`src/rtl/caesar_clk_gate_pkg.sv`:
```
// rtl/caesar_clk_gate_pkg.sv - shared types and defaults for the caesar clock-gate controller
package caesar_clk_gate_pkg;

    typedef enum logic [1:0] {
        CG_ON        = 2'd0,
        CG_IDLE_WAIT = 2'd1,
        CG_GATED     = 2'd2,
        CG_WAKE      = 2'd3
    } caesar_cg_state_e;

    localparam int CAESAR_CG_IDLE_CYCLES = 16;
    localparam int CAESAR_CG_WAKE_CYCLES = 2;

    // Width of the shared idle/wake down-counter; never narrower than one bit.
    function automatic int cg_cnt_width(input int idle_cycles, input int wake_cycles);
        int max_cycles;
        int w;
        max_cycles = (idle_cycles > wake_cycles) ? idle_cycles : wake_cycles;
        w = $clog2(max_cycles);
        return (w < 1) ? 1 : w;
    endfunction

endpackage

```
`src/rtl/caesar_cg_sat_counter.sv`:
```
// rtl/caesar_cg_sat_counter.sv - saturating up-counter with synchronous clear and enable
module caesar_cg_sat_counter #(
    parameter int W = 32
) (
    input  logic         clk,
    input  logic         rst,
    input  logic         clr,
    input  logic         en,
    output logic [W-1:0] count
);

    // Clear wins over increment; the count sticks at all-ones once reached.
    always_ff @(posedge clk) begin
        if (rst || clr) begin
            count <= '0;
        end else if (en && (count != {W{1'b1}})) begin
            count <= count + W'(1);
        end
    end

endmodule

```
`src/rtl/caesar_clk_gate_ctrl.sv`:
```
// rtl/caesar_clk_gate_ctrl.sv - idle-hysteresis enable controller for the caesar clock gate
module caesar_clk_gate_ctrl
    import caesar_clk_gate_pkg::*;
#(
    parameter int IDLE_CYCLES = CAESAR_CG_IDLE_CYCLES,
    parameter int WAKE_CYCLES = CAESAR_CG_WAKE_CYCLES,
    parameter int STAT_W      = 32
) (
    input  logic              clk_i,
    input  logic              rst_i,
    input  logic              busy_i,
    input  logic              req_i,
    output logic              gnt_o,
    input  logic              force_en_i,
    output logic              clk_en_o,
    output logic              gated_o,
    input  logic              stat_clr_i,
    output logic [STAT_W-1:0] gated_cycles_o
);

    localparam int              CNT_W     = cg_cnt_width(IDLE_CYCLES, WAKE_CYCLES);
    localparam logic [CNT_W-1:0] IDLE_LOAD = CNT_W'(IDLE_CYCLES - 1);
    localparam logic [CNT_W-1:0] WAKE_LOAD = CNT_W'(WAKE_CYCLES - 1);

    caesar_cg_state_e state;
    logic [CNT_W-1:0] cnt;
    logic             clk_en_q;
    logic             gated_q;
    logic             act;

    // busy_i is deliberately left out of the wake condition: caesar cannot
    // raise it while its clock is stopped.
    assign act = busy_i | req_i | force_en_i;

    // State, hysteresis counter and the gate enable, all decoded into flops so
    // the enable pin of the gating cell only ever changes on a clock edge.
    always_ff @(posedge clk_i) begin
        if (rst_i) begin
            state    <= CG_ON;
            cnt      <= '0;
            clk_en_q <= 1'b1;
            gated_q  <= 1'b0;
        end else begin
            unique case (state)
                CG_ON: begin
                    if (!act) begin
                        state <= CG_IDLE_WAIT;
                        cnt   <= IDLE_LOAD;
                    end
                end
                CG_IDLE_WAIT: begin
                    if (act) begin
                        state <= CG_ON;
                    end else if (cnt == '0) begin
                        state    <= CG_GATED;
                        clk_en_q <= 1'b0;
                        gated_q  <= 1'b1;
                    end else begin
                        cnt <= cnt - CNT_W'(1);
                    end
                end
                CG_GATED: begin
                    if (req_i || force_en_i) begin
                        state    <= CG_WAKE;
                        cnt      <= WAKE_LOAD;
                        clk_en_q <= 1'b1;
                        gated_q  <= 1'b0;
                    end
                end
                CG_WAKE: begin
                    if (cnt == '0) begin
                        state <= CG_ON;
                    end else begin
                        cnt <= cnt - CNT_W'(1);
                    end
                end
                default: begin
                    state    <= CG_ON;
                    cnt      <= '0;
                    clk_en_q <= 1'b1;
                    gated_q  <= 1'b0;
                end
            endcase
        end
    end

    assign clk_en_o = clk_en_q;
    assign gated_o  = gated_q;

    // Zero-latency grant whenever the clock is already running and settled.
    assign gnt_o = req_i & ((state == CG_ON) | (state == CG_IDLE_WAIT));

    caesar_cg_sat_counter #(
        .W (STAT_W)
    ) u_gated_cnt (
        .clk   (clk_i),
        .rst   (rst_i),
        .clr   (stat_clr_i),
        .en    (gated_q),
        .count (gated_cycles_o)
    );

endmodule

```
`config.mk`:
```
export PLATFORM = sky130hd
export DESIGN_NAME = caesar_clk_gate_ctrl
export DESIGN_NICKNAME = d
export VERILOG_FILES = /design/src/rtl/caesar_clk_gate_pkg.sv /design/src/rtl/caesar_cg_sat_counter.sv /design/src/rtl/caesar_clk_gate_ctrl.sv
export SDC_FILE = /design/constraint.sdc
export NUM_CORES = 1
export LEC_CHECK = 0
export BUFFER_PORTS_ARGS = -buffer_cell sky130_fd_sc_hd__buf_4
export CAP_MARGIN = 20
export CORE_UTILIZATION = 55
export DETAILED_ROUTE_END_ITERATION = 16
export PLACE_DENSITY = 0.79
export SLEW_MARGIN = 10
export SYNTH_ARGS = -nofsm -noshare
export SYNTH_HDL_FRONTEND = slang
export SYNTH_SLANG_ARGS = --single-unit
```
`constraint.sdc`:
```
create_clock -name clk_i -period 2.6 [get_ports clk_i]
set_clock_uncertainty 0.2 [all_clocks]
set_input_delay 0 -clock clk_i [delete_from_list [all_inputs] [get_ports clk_i]]
set_output_delay 0 -clock clk_i [all_outputs]
set_load 0.01 [all_outputs]
```
==> results of run 1 <==
==> state kept, by name, indices dropped and copies added, names as in the netlist, named ones only <==
name	flops
u_gated_cnt.count	32
clk_en_o	1
cnt	4
state	1
gated_o	1
==> worst max-delay path: stages (launching register included) <==
cell and delay [ns]:
sky130_fd_sc_hd__dfxtp_1 0.35, sky130_fd_sc_hd__inv_1 0.08, sky130_fd_sc_hd__ha_1 0.17, sky130_fd_sc_hd__nand2_1 0.07, sky130_fd_sc_hd__or3_1 0.37, sky130_fd_sc_hd__or4_1 0.44
sky130_fd_sc_hd__dlygate4sd3_1 0.60, sky130_fd_sc_hd__a21oi_1 0.12
==> power by group through the flow <==
stage	combinational [mW]	clock (mW)	sequential [mW]
2_1_floorplan	0.0278	0	0.635
3_3_place_gp	0.0419	0	0.635
3_5_place_dp	0.0422	0	0.636
4_1_cts	0.0487	0.564	0.621
5_1_grt	0.0550	0.590	0.622
6_report	0.0490	0.555	0.621
==> cell usage after synthesis (2+ instances only) <==
cell type	instances	area, sq um
sky130_fd_sc_hd__a41o_1	4	40.0
sky130_fd_sc_hd__or2_2	2	12.5
sky130_fd_sc_hd__nor2_1	37	139
sky130_fd_sc_hd__buf_4	3	22.5
sky130_fd_sc_hd__buf_6	2	22.5
sky130_fd_sc_hd__o21ai_1	3	15.0
sky130_fd_sc_hd__o21bai_1	2	15.0
sky130_fd_sc_hd__and2_1	2	12.5
sky130_fd_sc_hd__nor3_1	2	10.0
sky130_fd_sc_hd__clkbuf_1	4	15.0
sky130_fd_sc_hd__nand4_1	9	56.3
sky130_fd_sc_hd__and3_1	4	25.0
sky130_fd_sc_hd__a21oi_1	13	65.1
sky130_fd_sc_hd__inv_1	6	22.5
sky130_fd_sc_hd__a211oi_1	2	15.0
sky130_fd_sc_hd__a2111oi_2	4	60.1
sky130_fd_sc_hd__or3_1	5	31.3
sky130_fd_sc_hd__o21ai_0	3	15.0
sky130_fd_sc_hd__a21o_1	2	15.0
sky130_fd_sc_hd__nor2b_1	2	12.5
sky130_fd_sc_hd__a31o_1	3	26.3
sky130_fd_sc_hd__a211oi_2	9	113
sky130_fd_sc_hd__nand3_1	6	30.0
sky130_fd_sc_hd__ha_1	2	25.0
sky130_fd_sc_hd__dfxtp_1	40	801
sky130_fd_sc_hd__nand2_1	25	93.8
sky130_fd_sc_hd__nand2b_1	3	18.8
sky130_fd_sc_hd__mux2i_1	2	20.0
sky130_fd_sc_hd__a31oi_1	4	25.0
sky130_fd_sc_hd__xnor2_1	19	166
sky130_fd_sc_hd__and4_1	7	61.3
sky130_fd_sc_hd__nor4_1	3	18.8
==> cells by family (layout without fill, tap and decap cells) <==
family / Yosys count / in the layout / synth area share [%]
buffers and inverters: 15 / 62 / 3.80
AND/OR/NAND/NOR: 115 / 115 / 28.1
AO/OA/AOI/OAI: 55 / 55 / 21.5
multiplexers: 2 / 2 / 0.921
XOR/XNOR: 19 / 19 / 7.65
adder cells (fa/ha/maj): 2 / 2 / 1.15
flip-flops: 40 / 40 / 36.8
==> per-layer routing <==
metal	up-vias	track usage, %	part of all wire (%)
met2	62	44.9	49
li1	994	-	-
met3	7	7.39	5.2
met4	0	9.17	1.0
met1	952	31.7	45
met5	-	0	0
==> metrics by stage <==
stage	hold WS (ns)	std cells	setup WS [ns]	total power, mW	util [%]
final	0.296	343	0.145	1.23	72.0
after global routing	0.319	343	0.0104	1.27	72.0
after CTS	0.285	343	0.139	1.23	72.0
after detailed placement	0.0557	329	0.432	0.678	67.0
after global placement	0.0597	329	0.508	0.677	67.0
after floorplan	-0.0629	248	0.497	0.662	-
==> worst max path at each step <==
stage | endpoint | depth (start not counted) | from
after CTS | flip-flop | 7 | cnt[0]
after detailed placement | u_gated_cnt.count[22] | 6 | u_gated_cnt.count[0]
after global placement | u_gated_cnt.count[22] | 6 | u_gated_cnt.count[0]
after floorplan | u_gated_cnt.count[5] | 7 | u_gated_cnt.count[0]
after global routing | gated_o | 7 | cnt[0]
final | gated_o | 7 | cnt[0]
==> what timing repair did <==
item	CTS	global route
resized for setup	0	0
setup endpoints to repair	0	0
hold buffers	6	0
hold endpoints to repair	10	0
==> layout make-up <==
class	count	area (sq um)
Clock buffer	7	96.3
Clock inverter	1	30.0
Fill cell	293	1040
Inverter	6	22.5
Multi-Input combinational cell	193	1290
Sequential cell	40	801
Tap cell	48	60.1
Timing Repair Buffer	48	375
==> layout by cell type (no fill, tap or decap), drive strengths merged, types with 3 or more instances in the layout <==
cell	count
and3	4
inv	6
a31oi	4
a41o	4
a21oi	14
clkbuf	7
nand4	9
nand2b	3
o21ai	6
a31o	3
dlygate4sd3	6
buf	42
nand2	26
dfxtp	40
nand3	7
and4	9
nor4	4
a2111oi	4
nor2	37
xnor2	19
or3	6
a211oi	12
==> implementation parameters, run 1 <==
Parameter                              Value

Finish
  Inserted Diodes ... 0
  Share of post-route cells with drive strength above 1 ... 24.7%
  Area growth from synthesis to layout ... 23.1%
  Summed area of non-filler cells in the final layout ... 2680 sq um
  Number of nets in the finished design ... 302

CTS
  Clock slew at reported path FFs ... 0.08 ns
  # H-tree levels ... 2
  Maximum buffer depth of the clock tree ... 2
  Total clock buffers created by CTS ... 5
  Clock tree root driver cell ... sky130_fd_sc_hd__clkbuf_8
  Clk_lat worst skew ... 0.29 ns
  Clock Sinks ... 40
  Post-CTS Repair Setup Buffers ... 0
  CTS tree ... done

Power
  Highest ir drop seen on vdd ... 0.324 mV
  Comb pwr share ... 4.0%
  NetSw ... 0.248 mW
  Sw Ratio ... 20.3%
  Static power due to leakage ... 0.979 nW
  Sequential power share ... 50.7%
  P per Cell Area ... 458 nW/um^2
  Cell Int Power ... 0.977 mW
  Portion of total power attributed to the clock network ... 45.3%

Synth
  Syn nets ... 256
  Synth cell types ... 46
  Count of yosys warnings during synthesis ... 0
  Post-Syn Instances ... 248
  Netlist area before placement ... 2170 sq um
  Ys async rst share ... 0%
  Mean area per synthesized cell ... 8.77 sq um
  Most common flop cell mapped by yosys ... sky130_fd_sc_hd__dfxtp_1
  Post-synth EDFFs ... 0
  Share of synthesized area occupied by flip-flops and latches ... 36.8%
  Flip-flop and latch count after synthesis ... 40

STA
  Worst-margin pin slew ... 0.675 ns
  Final Hold Fails ... 0
  Pins over their slew limit ... 0
  Unrepaired setup endpoints after global routing ... no
  Total negative setup slack ... 0 ns
  Minimum clock period after layout ... 2.46 ns
  Top achievable clock speed ... 0.407 GHz
  Final critical-path share of the clock period ... 94.4%
  Worst rel slew slack ... 54.8%
  Count of final setup violators ... 0

Global routing
  Vias in the first global route ... 1888
  Wire length of the first global-routing pass ... 8560 um
  Initial antenna violation count ... 0
  Total gr overflow ... 0
  Maximum number of pins on one net before global-route repair ... 31
  Overall track demand over capacity in global routing ... 26.5%

Drt
  Average wire length per cell after detail routing ... 14.8 um
  Drt initial violations ... 104
  Post-detailed-route via-to-cell ratio ... 5.87
  Total DRC errors in the routed layout ... 0
  Total vias in the final route ... 2015
  Detailed Routing Iterations Pass 1 ... 4
  Residual antenna-violating net count after detailed routing ... 0
  Final routed wirelength across all metal layers ... 5090 um

Critical path
  Reg-to-Reg Start ... cnt[0]
  Worst endpoint required time ... 2.63 ns
  Critical Path AT ... 2.49 ns
  Destination of the worst register-to-register timing path ... gated_o
  Slack of the worst reg-to-reg path ... 0.14 ns
  Kind of critical path ... flip-flop to flip-flop
  Kind of end point of the critical path ... flip-flop
  Depth of the worst register-to-register path ... 7
  Crit-path max FO ... 4
  Crit start category ... flip-flop

Hold path
  Startpoint of the worst hold path ... cnt[3]
  Worst hold path cell count ... 2
  Min-Delay Path Class ... flip-flop to flip-flop
  Hold worst-path end ... cnt[3]

Placed design
  Placed instance area ... 2490 sq um
  Quantity of I/O buffers inserted on ports ... 40
  Placed wire-length estimate after detailed placement ... 3450 um
  Placer congestion estimate ... 0.788

Floorplanning
  Vertical die dimension ... 64.9 um
  Width of the chip ... 64.9 um
  Rows ... 22
  Number of top-level pins ... 41
  Floorplan die area ... 4210 sq um
  Core Footprint ... 3720 sq um
  Initial cell density of the core ... 58.5%

Outcome
  Outcome ... finished, final reports clean

Flow run
  Max Cap Violations ... 0
Note: power is estimated with default switching activity, not from simulation.
==> inputs of run 2 (changes only) <==
PLACE_DENSITY = 0.8   (was 0.79)
SYNTH_HIERARCHICAL = 1   (was unset)
==> implementation parameters, run 2 <==
Parameter                              Value

Global routing
  Vias in the first global route ... 1793 (-5.0%)
  Overall track demand over capacity in global routing ... 23.6% (-2.8 points)
  Met3 track demand over resource in global routing ... 4.46% (-2.9 points)
  Wire length of the first global-routing pass ... 7670 um (-10%)
  Global-route layer with the greatest usage ... met2
  Total gr overflow ... 0 (unchanged)
  Initial antenna violation count ... 0 (unchanged)
  Maximum number of pins on one net before global-route repair ... 33 (+6.5%)
  Met1 Resource Use GR ... 28.1% (-3.5 points)
  Global routing usage on met2 ... 41.2% (-3.7 points)

Drt
  Average wire length per cell after detail routing ... 13.6 um (-8.1%)
  Total vias in the final route ... 1983 (-1.6%)
  Residual antenna-violating net count after detailed routing ... 0 (unchanged)
  Final routed wirelength across all metal layers ... 4520 um (-11%)
  Total DRC errors in the routed layout ... 0 (unchanged)
  Drt initial violations ... 137 (+32%)
  Detailed Routing Iterations Pass 1 ... 4 (unchanged)
  Post-detailed-route via-to-cell ratio ... 5.99 (+2.0%)

Finish
  Share of post-route cells with drive strength above 1 ... 27.9% (+3.2 points)
  Top library cells by usage in the layout, fill and taps aside ... sky130_fd_sc_hd__buf_4, sky130_fd_sc_hd__dfxtp_1, sky130_fd_sc_hd__a21oi_1
  Inserted Diodes ... 0 (unchanged)
  Area growth from synthesis to layout ... 22.2%
  Number of nets in the finished design ... 290 (-4.0%)
  Filler-free cell count of the finished design ... 331 (-3.5%)
  Register with the most flip-flops ... u_gated_cnt/count
  Registers with the most flip-flops ... u_gated_cnt/count x32, cnt x4
  Most frequent standard cell in the layout excluding fill and tap cells ... sky130_fd_sc_hd__buf_4
  Flip-flop count of the largest register, all copies and words added ... 32 (unchanged)

Floorplanning
  Vertical die dimension ... 63.8 um (-1.6%)
  Initial cell density of the core ... 57.4% (-1.1 points)
  Core Footprint ... 3660 sq um (-1.5%)
  Number of top-level pins ... 41 (unchanged)
  Width of the chip ... 63.8 um (-1.6%)
  Rows ... 22 (unchanged)
  Floorplan die area ... 4070 sq um (-3.2%)

Critical path
  Crit-path max FO ... 16 (+12)
  Top delay family on crit path ... simple AND/OR/NAND/NOR gates
  Kind of end point of the critical path ... flip-flop
  Crit start category ... flip-flop
  Kind of critical path ... flip-flop to flip-flop
  Critical Path AT ... 2.31 ns (-0.18 ns)
  Slowest stage delay, CP ... 0.43 ns (-0.17 ns)
  Worst path slowest cell ... sky130_fd_sc_hd__or4_1
  Sum of buffers and inverters on the critical path ... 1 (-1)
  Worst endpoint required time ... 2.63 ns (about the same)
  Cell-by-cell listing of the critical path ... ha_1 -> and3_2 -> nand2_1 -> o311ai_4 -> buf_4 -> or4_1 -> a21oi_2

Synth
  Synth top area share ... 38.1% (+1.3 points)
  Main area contributors after synthesis ... sky130_fd_sc_hd__dfxtp_1, sky130_fd_sc_hd__a21oi_1, sky130_fd_sc_hd__or3_1
  Flip-flop and latch count after synthesis ... 40 (unchanged)
  Ys async rst share ... 0% (unchanged)
  Post-synth top area cell ... sky130_fd_sc_hd__dfxtp_1
  Mean area per synthesized cell ... 8.98 sq um (+2.4%)
  Share of synthesized area occupied by flip-flops and latches ... 38.1% (+1.3 points)
  Count of yosys warnings during synthesis ... 6 (+6)
  Netlist area before placement ... 2100 sq um (-3.3%)
  Most numerous cell types in the synthesized netlist ... sky130_fd_sc_hd__dfxtp_1, sky130_fd_sc_hd__a21oi_1, sky130_fd_sc_hd__or3_1, sky130_fd_sc_hd__nand2_1, sky130_fd_sc_hd__o21ai_0
  Post-Syn Instances ... 234 (-5.6%)
  Most common flop cell mapped by yosys ... sky130_fd_sc_hd__dfxtp_1
  Post-synth EDFFs ... 0 (unchanged)
  Library cell with the highest instance count after synthesis ... sky130_fd_sc_hd__dfxtp_1
  Syn nets ... 242 (-5.5%)
  Synth cell types ... 51 (+11%)

Placed design
  Number of placed instances with taps included ... 317 (-3.6%)
  Quantity of I/O buffers inserted on ports ... 40 (unchanged)
  Placed wire-length estimate after detailed placement ... 3100 um (-10%)
  Placer congestion estimate ... 0.817 (+3.7%)

Power
  Comb pwr share ... 4.3% (+0.3 points)
  Cell Int Power ... 0.856 mW (-12%)
  Portion of total power attributed to the clock network ... 38.7% (-6.6 points)
  Sequential power share ... 56.9% (+6.2 points)
  Sw Ratio ... 21.6% (+1.4 points)
  Highest ir drop seen on vdd ... 0.266 mV (-18%)
  NetSw ... 0.236 mW (-4.9%)
  Static power due to leakage ... 0.835 nW (-15%)
  Overall power consumption ... 1.09 mW (-11%)
  P per Cell Area ... 425 nW/um^2 (-7.1%)

Outcome
  Outcome ... finished, final reports clean

STA
  Worst-margin pin slew ... 0.700 ns (+0.0254 ns)
  Final Hold Fails ... 0 (unchanged)
  Total negative setup slack ... 0 ns (unchanged)
  Pins over their slew limit ... 0 (unchanged)
  Final critical-path share of the clock period ... 87.9% (-6.5 points)
  Unrepaired setup endpoints after global routing ... no
  Hold WS ... 0.218 ns (-0.0774 ns)
  Count of final setup violators ... 0 (unchanged)
  Top achievable clock speed ... 0.437 GHz (+7.4%)
  Worst rel slew slack ... 53.3% (-1.5 points)
  Minimum clock period after layout ... 2.29 ns (-0.170 ns)

Flow run
  Max Cap Violations ... 0 (unchanged)

CTS
  # H-tree levels ... 2 (unchanged)
  Total clock buffers created by CTS ... 5 (unchanged)
  Count of instances resized after the clock tree is built ... 0 (unchanged)
  Clock Sinks ... 40 (unchanged)
  Post-CTS Repair Setup Buffers ... 0 (unchanged)
  Clk_lat worst skew ... 0.29 ns (about the same)
  Clock tree root driver cell ... sky130_fd_sc_hd__clkbuf_8
  Clock slew at reported path FFs ... 0.07 ns (about the same)
  CTS tree ... done
  Maximum buffer depth of the clock tree ... 2 (unchanged)

Hold path
  Min-Delay Path Class ... primary input to flip-flop
run 2: cell count changes after synthesis, sizes merged, moves of 4 or more:
cell	delta
xnor2	-18
nand2	-11
or4	+9
a41o	-4
nand3	+4
a21oi	+18
nor2	-30
or3	+13
o31ai	+11
a2111oi	-4
o21ai	+15
a211oi	-12
nor4	-4
run 2: worst paths after layout:
| check | slack, ns | start | end | cells past startpoint |
|---|---|---|---|---|
| setup / recovery | 0.31 | u_gated_cnt/count[0] | u_gated_cnt/count[29] | 7 |
| hold / removal | 0.22 | stat_clr_i | u_gated_cnt/count[19] | 3 |
| setup reg to reg | 0.31 | u_gated_cnt/count[0] | u_gated_cnt/count[29] | 7 |
| hold reg to reg | 0.30 | u_gated_cnt/count[30] | u_gated_cnt/count[30] | 2 |
run 2: cell type report:
class,count,area (sq um)
Tap cell,48,60.1
Multi-Input combinational cell,177,1190
Inverter,7,26.3
Fill cell,305,1090
Timing Repair Buffer,51,398
Clock buffer,8,90.1
Sequential cell,40,801
run 2: power by group through the flow:
stage	logic (mW)	clock network [mW]	registers, mW
6_report	0.0473	0.423	0.622
3_3_place_gp	0.0413	0	0.636
2_1_floorplan	0.0300	0	0.634
3_5_place_dp	0.0423	0	0.636
4_1_cts	0.0473	0.433	0.622
5_1_grt	0.0516	0.462	0.622
run 2: kinds of logic (layout without fill, tap and decap cells):
family / after synthesis / count (layout) / share of synthesized area (%)
simple gates: 96 / 96 / 29.2
compound gates: 75 / 75 / 24.6
flops: 40 / 40 / 38.1
buf+inv: 17 / 66 / 5.12
fa+ha+maj: 2 / 2 / 1.19
xor+xnor: 2 / 2 / 0.833
mux: 2 / 2 / 0.952
run 2: timing repair:
action	4_1_cts	5_1_grt
endpoints found under the hold margin	8	0
hold buffers	6	0
setup endpoints to repair	0	0
run 2: metrics by stage:
step / instance area, sq um / util (%) / worst slack (ns)
6_report: 2570 / 70.2 / 0.314
5_1_grt: 2570 / 70.2 / 0.188
4_1_cts: 2570 / 70.2 / 0.325
3_5_place_dp: 2420 / 66.1 / 0.335
3_3_place_gp: 2420 / 66.1 / 0.417
2_1_floorplan: 2100 / - / 0.456
run 2: worst reg2reg max path, stage by stage (launching register included):
cell                       delay (ns)
sky130_fd_sc_hd__dfxtp_1         0.37
sky130_fd_sc_hd__ha_1            0.24
sky130_fd_sc_hd__and3_2          0.24
sky130_fd_sc_hd__nand2_1         0.26
sky130_fd_sc_hd__o311ai_4        0.13
sky130_fd_sc_hd__buf_4           0.20
sky130_fd_sc_hd__or4_1           0.43
sky130_fd_sc_hd__a21oi_2         0.15
run 2: metal layers:
| layer | vias up | part of all wire [%] |
|---|---|---|
| met5 | - | 0 |
| li1 | 996 | - |
| met2 | 44 | 49 |
| met3 | 8 | 3.3 |
| met4 | 0 | 1.5 |
| met1 | 935 | 46 |
==> inputs of run 3 (changes only) <==
CELL_PAD_IN_SITES_DETAIL_PLACEMENT = 0   (was unset)
CELL_PAD_IN_SITES_GLOBAL_PLACEMENT = 1   (was unset)
CORE_UTILIZATION = 41   (was 55)
PLACE_DENSITY = unset   (was 0.8)
PLACE_DENSITY_LB_ADDON = 0.1   (was unset)
==> implementation parameters, run 3 (synthesis gave the netlist of run 2 again) <==
Parameter                              Value

Flow run
  Max Cap Violations ... 0 (unchanged)

STA
  Top achievable clock speed ... 0.436 GHz (-0.40%)
  Minimum clock period after layout ... 2.29 ns (+0.00920 ns)
  Count of final setup violators ... 0 (unchanged)
  Post-route setup slack ... 0.305 ns (-0.00920 ns)
  Total negative setup slack ... 0 ns (unchanged)
  Unrepaired setup endpoints after global routing ... no
  Pins over their slew limit ... 0 (unchanged)
  Final critical-path share of the clock period ... 88.3% (+0.35 points)
  Final Hold Fails ... 0 (unchanged)
  Worst-margin pin slew ... 0.734 ns (+0.0336 ns)
  Worst rel slew slack ... 51.1% (-2.2 points)

Global routing
  Wire length of the first global-routing pass ... 7700 um (+0.36%)
  Met3 track demand over resource in global routing ... 5.35% (+0.89 points)
  Global-route layer with the greatest usage ... met2
  Total gr overflow ... 0 (unchanged)
  Vias in the first global route ... 1666 (-7.1%)
  Overall track demand over capacity in global routing ... 18.4% (-5.3 points)
  Met1 Resource Use GR ... 24.3% (-3.8 points)
  Maximum number of pins on one net before global-route repair ... 33 (unchanged)
  Initial antenna violation count ... 0 (unchanged)
  Global routing usage on met2 ... 28.6% (-13 points)

Floorplanning
  Floorplan die area ... 5420 sq um (+33%)
  Initial cell density of the core ... 43.6% (-14 points)
  Rows ... 25 (+14%)
  Width of the chip ... 73.6 um (+15%)
  Core Footprint ... 4820 sq um (+32%)
  Number of top-level pins ... 41 (unchanged)
  Vertical die dimension ... 73.6 um (+15%)

Power
  Overall power consumption ... 1.16 mW (+6.4%)
  P per Cell Area ... 448 nW/um^2 (+5.5%)
  Highest ir drop seen on vdd ... 0.327 mV (+23%)
  Static power due to leakage ... 0.839 nW (+0.49%)

CTS
  Maximum buffer depth of the clock tree ... 2 (unchanged)
  CTS tree ... done
  Clock Sinks ... 40 (unchanged)
  Clk_lat worst skew ... 0.29 ns (about the same)
  Clock tree root driver cell ... sky130_fd_sc_hd__clkbuf_8
  Total clock buffers created by CTS ... 5 (unchanged)
  # H-tree levels ... 2 (unchanged)
  Count of instances resized after the clock tree is built ... 0 (unchanged)
  Clock slew at reported path FFs ... 0.07 ns (about the same)

Drt
  Total vias in the final route ... 1914 (-3.5%)
  Final routed wirelength across all metal layers ... 4700 um (+4.0%)
  Total DRC errors in the routed layout ... 0 (unchanged)
  Average wire length per cell after detail routing ... 13.5 um (-1.1%)
  Detailed Routing Iterations Pass 1 ... 4 (unchanged)
  Post-detailed-route via-to-cell ratio ... 5.50 (-8.2%)
  Residual antenna-violating net count after detailed routing ... 0 (unchanged)
  Drt initial violations ... 73 (-47%)

Critical path
  Crit-path max FO ... 16 (unchanged)
  Crit start category ... flip-flop
  Kind of critical path ... flip-flop to flip-flop
  Critical Path AT ... 2.31 ns (about the same)
  Worst endpoint required time ... 2.62 ns (about the same)
  Reg-to-Reg Start ... u_gated_cnt/count[0]
  Kind of end point of the critical path ... flip-flop
  Start point of the critical path ... u_gated_cnt/count[0]

Outcome
  Outcome ... finished, final reports clean

Finish
  Registers with the most flip-flops ... u_gated_cnt/count x32, cnt x4
  Most frequent standard cell in the layout excluding fill and tap cells ... sky130_fd_sc_hd__buf_4
  Top library cells by usage in the layout, fill and taps aside ... sky130_fd_sc_hd__buf_4, sky130_fd_sc_hd__dfxtp_1, sky130_fd_sc_hd__a21oi_1
  Register with the most flip-flops ... u_gated_cnt/count
  Post-layout utilization of the core ... 53.8% (-16 points)
  Inserted Diodes ... 0 (unchanged)
  Flip-flop count of the largest register, all copies and words added ... 32 (unchanged)
  Area growth from synthesis to layout ... 23.3%
  Share of post-route cells with drive strength above 1 ... 28.1% (+0.20 points)
  Number of nets in the finished design ... 288 (-0.69%)

Placed design
  Placed wire-length estimate after detailed placement ... 3170 um (+2.2%)
  Quantity of I/O buffers inserted on ports ... 40 (unchanged)
  Placer congestion estimate ... 0.754 (-7.7%)
  Worst slack, placed ... 0.343 ns (+0.00884 ns)

Hold path
  Startpoint of the worst hold path ... stat_clr_i
  Min-Delay Path Class ... primary input to flip-flop
run 3: layout make-up:
type                       instances  area [sq um]
timing repair buffer              49           380
clock buffer                       6          72.6
clock inverter                     2          35.0
sequential                        40           801
multi-input combinational        177          1190
fill                             471          2220
inverter                           7          26.3
tap                               67          83.8
run 3: report_power, final:
group | internal [mW] | total [mW] | switching (mW)
logic | 0.0225 | 0.0467 | 0.0243
registers | 0.617 | 0.622 | 0.00503
clock network | 0.285 | 0.494 | 0.209
run 3: stage by stage:
stage,instances,hold WS [ns],instance area [sq um]
floorplan,234,-0.131,2100
global placement,335,0.0382,2430
detailed placement,335,0.0413,2430
CTS,348,0.249,2590
global route,348,0.273,2590
finish,348,0.241,2590
run 3: path summary, 6_finish.rpt:
| path | end | slack [ns] | cells past startpoint |
|---|---|---|---|
| min | u_gated_cnt/count[31] | 0.24 | 3 |
| max | u_gated_cnt/count[29] | 0.31 | 7 |
| max reg2reg | u_gated_cnt/count[29] | 0.31 | 7 |
| min reg2reg | clk_en_o | 0.30 | 2 |
run 3: metal layers:
metal,part of all wire (%),wire (um)
met4,0.57,27
met5,0,0
met3,4.0,187
met2,46,2180
met1,49,2300
run 3: worst max-delay path, cell delays in order, from the launching register on:
cell	delay, ns
sky130_fd_sc_hd__dfxtp_1	0.37
sky130_fd_sc_hd__ha_1	0.25
sky130_fd_sc_hd__and3_2	0.25
sky130_fd_sc_hd__nand2_1	0.26
sky130_fd_sc_hd__o311ai_4	0.13
sky130_fd_sc_hd__buf_4	0.20
sky130_fd_sc_hd__or4_1	0.42
sky130_fd_sc_hd__a21oi_2	0.15
run 3: timing repair:
action | 4_1_cts | 5_1_grt
endpoints found under the hold margin | 8 | 0
hold buffers | 5 | 0
buffers inserted | 0 | 0
